File: config.mk
export PLATFORM = sky130hd
export DESIGN_NAME = msx_mem_arbiter
export DESIGN_NICKNAME = d
export VERILOG_FILES = /design/src/rtl/msx_pkg.sv /design/src/rtl/msx_req_latch.sv /design/src/rtl/msx_mem_arbiter.sv
export SDC_FILE = /design/constraint.sdc
export NUM_CORES = 1
export LEC_CHECK = 0
export CAP_MARGIN = 20
export CORE_MARGIN = 2
export CORE_UTILIZATION = 35
export DETAILED_ROUTE_END_ITERATION = 8
export GPL_TIMING_DRIVEN = 0
export MAX_ROUTING_LAYER = met4
export SLEW_MARGIN = 20
export SYNTH_ARGS = -nofsm -noshare
export SYNTH_HDL_FRONTEND = slang
export SYNTH_SLANG_ARGS = --single-unit
File: constraint.sdc
create_clock -name clk -period 3.1 [get_ports clk]
set_input_delay 0.62 -clock clk [delete_from_list [all_inputs] [get_ports clk]]
set_output_delay 0.62 -clock clk [all_outputs]
set_load 0.02 [all_outputs]
File: src/rtl/msx_pkg.sv
// Shared types and constants for the MSX main-memory arbiter.
package msx_pkg;

    localparam int unsigned MsxAddrW = 18;
    localparam int unsigned DataW    = 8;

    typedef enum logic [1:0] {
        StIdle,
        StCpuAcc,
        StDlAcc
    } arb_state_e;

endpackage

File: src/rtl/msx_req_latch.sv
// One-entry request buffer: captures a request (rising edge of a level, or a
// one-cycle strobe) together with its address/data/we, and holds it pending
// until the arbiter reports completion.
module msx_req_latch
    import msx_pkg::*;
#(
    parameter int unsigned AddrW        = MsxAddrW,
    // 1: req_i is a level and only its rising edge starts a request.
    parameter bit          EdgeDetect   = 1'b1,
    // 1: a new request arriving in the completion cycle refills the buffer.
    parameter bit          ReloadOnDone = 1'b0
) (
    input  logic             clk_i,
    input  logic             rst_ni,
    input  logic             req_i,
    input  logic             we_i,
    input  logic [AddrW-1:0] addr_i,
    input  logic [DataW-1:0] data_i,
    input  logic             done_i,
    output logic             pend_o,
    output logic             we_o,
    output logic [AddrW-1:0] addr_o,
    output logic [DataW-1:0] data_o
);

    logic             req_q;
    logic             pend_q;
    logic             we_q;
    logic [AddrW-1:0] addr_q;
    logic [DataW-1:0] data_q;
    logic             fire;
    logic             accept;

    assign fire   = EdgeDetect ? (req_i & ~req_q) : req_i;
    // Requests arriving while the buffer is occupied are dropped.
    assign accept = fire & (~pend_q | (ReloadOnDone & done_i));

    // Previous-cycle copy of the request line for edge detection.
    always_ff @(posedge clk_i or negedge rst_ni) begin
        if (!rst_ni) begin
            req_q <= 1'b0;
        end else begin
            req_q <= req_i;
        end
    end

    // Buffer fill on accept, release on completion.
    always_ff @(posedge clk_i or negedge rst_ni) begin
        if (!rst_ni) begin
            pend_q <= 1'b0;
            we_q   <= 1'b0;
            addr_q <= '0;
            data_q <= '0;
        end else if (accept) begin
            pend_q <= 1'b1;
            we_q   <= we_i;
            addr_q <= addr_i;
            data_q <= data_i;
        end else if (done_i) begin
            pend_q <= 1'b0;
        end
    end

    assign pend_o = pend_q;
    assign we_o   = we_q;
    assign addr_o = addr_q;
    assign data_o = data_q;

endmodule

File: src/rtl/msx_mem_arbiter.sv
// Shares the single-port main memory between the T80 CPU (stalled via WAIT_n)
// and the cartridge download path (back-pressured via dl_busy). The CPU wins
// ties, but a pending download is forced through after MAX_CPU_RUN
// consecutive CPU grants.
module msx_mem_arbiter
    import msx_pkg::*;
#(
    parameter int unsigned ADDR_W      = MsxAddrW,
    parameter int unsigned MAX_CPU_RUN = 4
) (
    input  logic              clk,
    input  logic              reset_n,
    input  logic              cpu_req,
    input  logic              cpu_we,
    input  logic [ADDR_W-1:0] cpu_addr,
    input  logic [7:0]        cpu_din,
    output logic [7:0]        cpu_dout,
    output logic              cpu_wait_n,
    input  logic              dl_wr,
    input  logic [ADDR_W-1:0] dl_addr,
    input  logic [7:0]        dl_data,
    output logic              dl_busy,
    output logic              mem_req,
    output logic              mem_we,
    output logic [ADDR_W-1:0] mem_addr,
    output logic [7:0]        mem_wdata,
    input  logic [7:0]        mem_rdata,
    input  logic              mem_ack
);

    localparam int unsigned     RunW   = $clog2(MAX_CPU_RUN + 1);
    localparam logic [RunW-1:0] RunMax = RunW'(MAX_CPU_RUN);

    arb_state_e        state_q;
    logic              mem_req_q;
    logic              mem_we_q;
    logic [ADDR_W-1:0] mem_addr_q;
    logic [7:0]        mem_wdata_q;
    logic [7:0]        cpu_dout_q;
    logic [RunW-1:0]   run_q;

    logic              cpu_pend;
    logic              cpu_we_b;
    logic [ADDR_W-1:0] cpu_addr_b;
    logic [7:0]        cpu_wdata_b;
    logic              dl_pend;
    logic              dl_we_b;
    logic [ADDR_W-1:0] dl_addr_b;
    logic [7:0]        dl_wdata_b;

    logic              cpu_done;
    logic              dl_done;
    logic              grant_cpu;

    assign cpu_done  = (state_q == StCpuAcc) & mem_ack;
    assign dl_done   = (state_q == StDlAcc) & mem_ack;
    assign grant_cpu = cpu_pend & ~(dl_pend & (run_q == RunMax));

    // The CPU buffer may be refilled in its own completion cycle so that
    // back-to-back CPU cycles stay pending across the idle slot.
    msx_req_latch #(
        .AddrW        (ADDR_W),
        .EdgeDetect   (1'b1),
        .ReloadOnDone (1'b1)
    ) u_cpu_latch (
        .clk_i  (clk),
        .rst_ni (reset_n),
        .req_i  (cpu_req),
        .we_i   (cpu_we),
        .addr_i (cpu_addr),
        .data_i (cpu_din),
        .done_i (cpu_done),
        .pend_o (cpu_pend),
        .we_o   (cpu_we_b),
        .addr_o (cpu_addr_b),
        .data_o (cpu_wdata_b)
    );

    msx_req_latch #(
        .AddrW        (ADDR_W),
        .EdgeDetect   (1'b0),
        .ReloadOnDone (1'b0)
    ) u_dl_latch (
        .clk_i  (clk),
        .rst_ni (reset_n),
        .req_i  (dl_wr),
        .we_i   (1'b1),
        .addr_i (dl_addr),
        .data_i (dl_data),
        .done_i (dl_done),
        .pend_o (dl_pend),
        .we_o   (dl_we_b),
        .addr_o (dl_addr_b),
        .data_o (dl_wdata_b)
    );

    // Grant FSM: memory request fields are loaded on grant and held until ack.
    always_ff @(posedge clk or negedge reset_n) begin
        if (!reset_n) begin
            state_q     <= StIdle;
            mem_req_q   <= 1'b0;
            mem_we_q    <= 1'b0;
            mem_addr_q  <= '0;
            mem_wdata_q <= '0;
            cpu_dout_q  <= '0;
            run_q       <= '0;
        end else begin
            unique case (state_q)
                StIdle: begin
                    if (grant_cpu) begin
                        state_q     <= StCpuAcc;
                        mem_req_q   <= 1'b1;
                        mem_we_q    <= cpu_we_b;
                        mem_addr_q  <= cpu_addr_b;
                        mem_wdata_q <= cpu_wdata_b;
                    end else if (dl_pend) begin
                        state_q     <= StDlAcc;
                        mem_req_q   <= 1'b1;
                        mem_we_q    <= dl_we_b;
                        mem_addr_q  <= dl_addr_b;
                        mem_wdata_q <= dl_wdata_b;
                    end
                end
                StCpuAcc: begin
                    if (mem_ack) begin
                        state_q   <= StIdle;
                        mem_req_q <= 1'b0;
                        if (!mem_we_q) begin
                            cpu_dout_q <= mem_rdata;
                        end
                        // Count CPU wins only while a download is waiting.
                        if (dl_pend) begin
                            run_q <= (run_q == RunMax) ? RunMax : run_q + 1'b1;
                        end else begin
                            run_q <= '0;
                        end
                    end
                end
                StDlAcc: begin
                    if (mem_ack) begin
                        state_q   <= StIdle;
                        mem_req_q <= 1'b0;
                        run_q     <= '0;
                    end
                end
                default: begin
                    state_q   <= StIdle;
                    mem_req_q <= 1'b0;
                end
            endcase
        end
    end

    assign mem_req    = mem_req_q;
    assign mem_we     = mem_we_q;
    assign mem_addr   = mem_addr_q;
    assign mem_wdata  = mem_wdata_q;
    assign cpu_dout   = cpu_dout_q;
    assign cpu_wait_n = ~cpu_pend;
    assign dl_busy    = dl_pend;

endmodule

==> key figures <==
Clock tree
  – CTS tree: built
  – Htree depth: 3
  – Clk slew on worst S/H paths: 70 ps
  – Post-CTS Setup Bufs: 0
  – Hold_buf cts: 0
  – Worst-Skew Late Latency: 350 ps
  – Cts bufs inserted: 9
  – Bufs on Longest Clock Path: 2
  – Post-cts sizing count: 0
  – Clk root buf: clkbuf_16
  – Clock sink total: 98

Floorplan
  – Die ar.: 13000 µm²
  – Core area: 11900 µm²
  – Initial core utilization: 0.356
  – IO Pins: 104
  – DIE WIDTH: 114 µm
  – Chip Height: 114 µm
  – Core Rows: 40

GRT
  – Vias in the first global route: 3193
  – Initial antenna violation count: 0
  – Routing usage on met1: 0.207
  – Maximum number of pins on one net before global-route repair: 60
  – First-pass GRT wire length: between 15000 and 20000 µm
  – Met3 Use GR: 0.0582
  – GRT overflow: 0
  – GRT Resource Usage Total: 0.170
  – Met2 usage: 0.276
  – Most used routing layer: met2

Synthesis
  – Ys Warns: 0
  – Syn nets: 404
  – Synth cell types: 32
  – Syn_area_per_cell: 12.7 µm²
  – Leading post-synthesis cells by cell area: dfrtp_1, mux2_2, mux2_4
  – Area share of the largest cell type after synthesis: 0.579
  – Top cells by count, synth: dfrtp_1, nand2_1, mux2_2, nand4_1, o211ai_1
  – Post-synth EDFFs: 0
  – Most common cell in the netlist: dfrtp_1
  – Synth area leader: dfrtp_1
  – Syn Inst Count: between 300 and 400
  – Post-synthesis sequential area ratio: 0.579
  – Post-synth ARST share: 1.00
  – Post-synthesis cell area: 4240 µm²
  – #FFs+latches synth: just under 100
  – Top_reg_cell synth: dfrtp_1

Routing
  – Remaining antenna violation count: 0
  – Via density: 5.02
  – Drt wl/cell: 16.6 µm
  – Vias after detailed routing: 3010
  – Routed WL: 9970 µm
  – DRC errors left: 0
  – DRT Pass-1 Iters: 4
  – Iteration-0 DRC Markers: 126

STA
  – Final Hold Fails: 0
  – Max Fclk: a little under 400 MHz
  – RSZ-0062 raised after global routing: false
  – Period minus WS final: 2570 ps
  – Pin slew with the least headroom to its limit: a little under 600 ps
  – Final period utilization: 0.828
  – Max_slew headroom: 0.611
  – Min Hold Slack: 173 ps
  – Endpoints failing setup: 0
  – Max Slew Vio Count: 0
  – Clock Skew: roughly 9 ps

Worst setup path
  – WS Path Type: register to primary output
  – WP data required: 2480 ps
  – Setup crit start kind: register
  – Crit. End Element: primary output
  – Crit path max fanout: 10
  – Critical Path AT: 1950 ps

Cells and area
  – Register Area: 2450 µm²
  – Fillers: between 1000 and 1500
  – Final net count: ~520
  – Ant diodes: 0
  – Area of the multi-input gates: 1600 µm²
  – Synthesis-to-finish area growth: 36.9%
  – Layout cells sized above 1: 0.230

Place
  – Port bufs: between 100 and 150
  – HPWL after detailed placement: 6920 µm
  – Routability cong.: 0.748

Pwr
  – Combinational Power Share: 0.432
  – Overall power: 0.00610 W
  – Sw power: 0.00212 W
  – Clock share of power: 0.196
  – Leak: 2.46 nW
  – PwrDens: 1050 nW/µm²
  – Sw frac: 0.348
  – Internal Dissipation: 0.00398 W
  – Seq pwr share: 0.372
  – Worst VDD drop: 454 µV

Worst hold path
  – HP Class: primary input to async pin

Run
  – Max-cap viol count: 0

Status
  – Status: finished, final reports clean
-- sequential cells by signal, summed over array words and instances, names as in the netlist, 2 cells and up --
register / flops
mem_addr: 18
u_cpu_latch.addr_o: 18
u_dl_latch.addr_o: 18
cpu_dout: 8
mem_wdata: 8
u_cpu_latch.data_o: 8
u_dl_latch.data_o: 8
run_q: 3
state_q: 2
-- kinds of logic after synthesis --
family                   share of synthesized area
buffers and inverters                       0.0431
multiplexers                                 0.180
AO/OA/AOI/OAI                               0.0735
AND/OR/NAND/NOR                              0.110
flip-flops                                   0.579
adder cells (fa/ha/maj)                     0.0148
-- worst max-delay path: stages (launching register included) --
cell	delay (ps)
dfrtp_1	320
buf_4	160
clkbuf_1	470
inv_1	90
clkdlybuf4s50_1	550
-- routing by layer --
metal	wire [µm]	part of all wire
met1	4530	0.45
met2	4830	0.48
met3	549	0.055
met4	57	0.0057
met5	0	0
-- cells in the final DEF (no fill, tap or decap), types with 2 or more instances in the layout --
master,synthesis,layout
a22o_1,4,4
nand2_1,57,57
inv_1,5,5
buf_6,2,3
dfrtp_1,98,98
nor2_1,4,4
nand4_1,27,27
buf_2,11,11
buf_4,5,5
clkbuf_16,0,9
ha_1,5,5
bufinv_16,0,2
a21oi_1,3,3
mux2_4,20,20
clkdlybuf4s50_1,0,102
o211ai_1,27,27
buf_8,2,2
a21o_1,2,2
clkbuf_1,5,6
mux2_2,41,41
clkinv_2,0,2
-- path summary, 6_finish.rpt --
path                                    startpoint                    end  slack (ps)  cells past startpoint
worst max-delay path            u_cpu_latch.pend_o             cpu_wait_n         530                      4
worst min-delay path                       reset_n   u_dl_latch.data_o[4]         170                      1
worst max register to register          state_q[1]  u_cpu_latch.data_o[3]        1260                      6
worst min register to register     u_dl_latch.we_o        u_dl_latch.we_o         470                      1
max in group asynchronous                  reset_n                mem_req        2310                      2
min in group clk                   u_dl_latch.we_o        u_dl_latch.we_o         470                      1
-- layout make-up --
| cell class | instances | share of cell area |
|---|---|---|
| clock inverters | 5 | 0.0134 |
| multi-input cells | 205 | 0.276 |
| repair buffers | 104 | 0.183 |
| well taps | 147 | 0.0317 |
| flip-flops and latches | 98 | 0.423 |
| inverters | 5 | 0.00323 |
| clock buffers | 11 | 0.0418 |
| plain buffers | 25 | 0.0282 |
-- through the flow --
step | TNS [ps] | cells | cell area, µm² | worst slack (ps) | utilization
6_report | 0 | 600 | 5800 | 534 | 0.487
5_1_grt | 0 | 600 | 5800 | 402 | 0.487
4_1_cts | 0 | 600 | 5800 | 509 | 0.487
3_5_place_dp | 0 | 584 | 5480 | 725 | 0.460
3_3_place_gp | -227960 | 583 | 5450 | -2330 | 0.458
2_1_floorplan | 0 | 333 | 4240 | 1500 | -
-- power by group through the flow --
stage	Clock, W	Sequential [W]	Combinational (W)
floorplan	0	0.00247	0.00145
detailed placement	0	0.00229	0.00265
global route	0.00129	0.00235	0.00289
finish	0.00120	0.00227	0.00263
CTS	0.00123	0.00227	0.00266
global placement	0	0.00228	0.00259
Note: power is estimated with default switching activity, not from simulation.
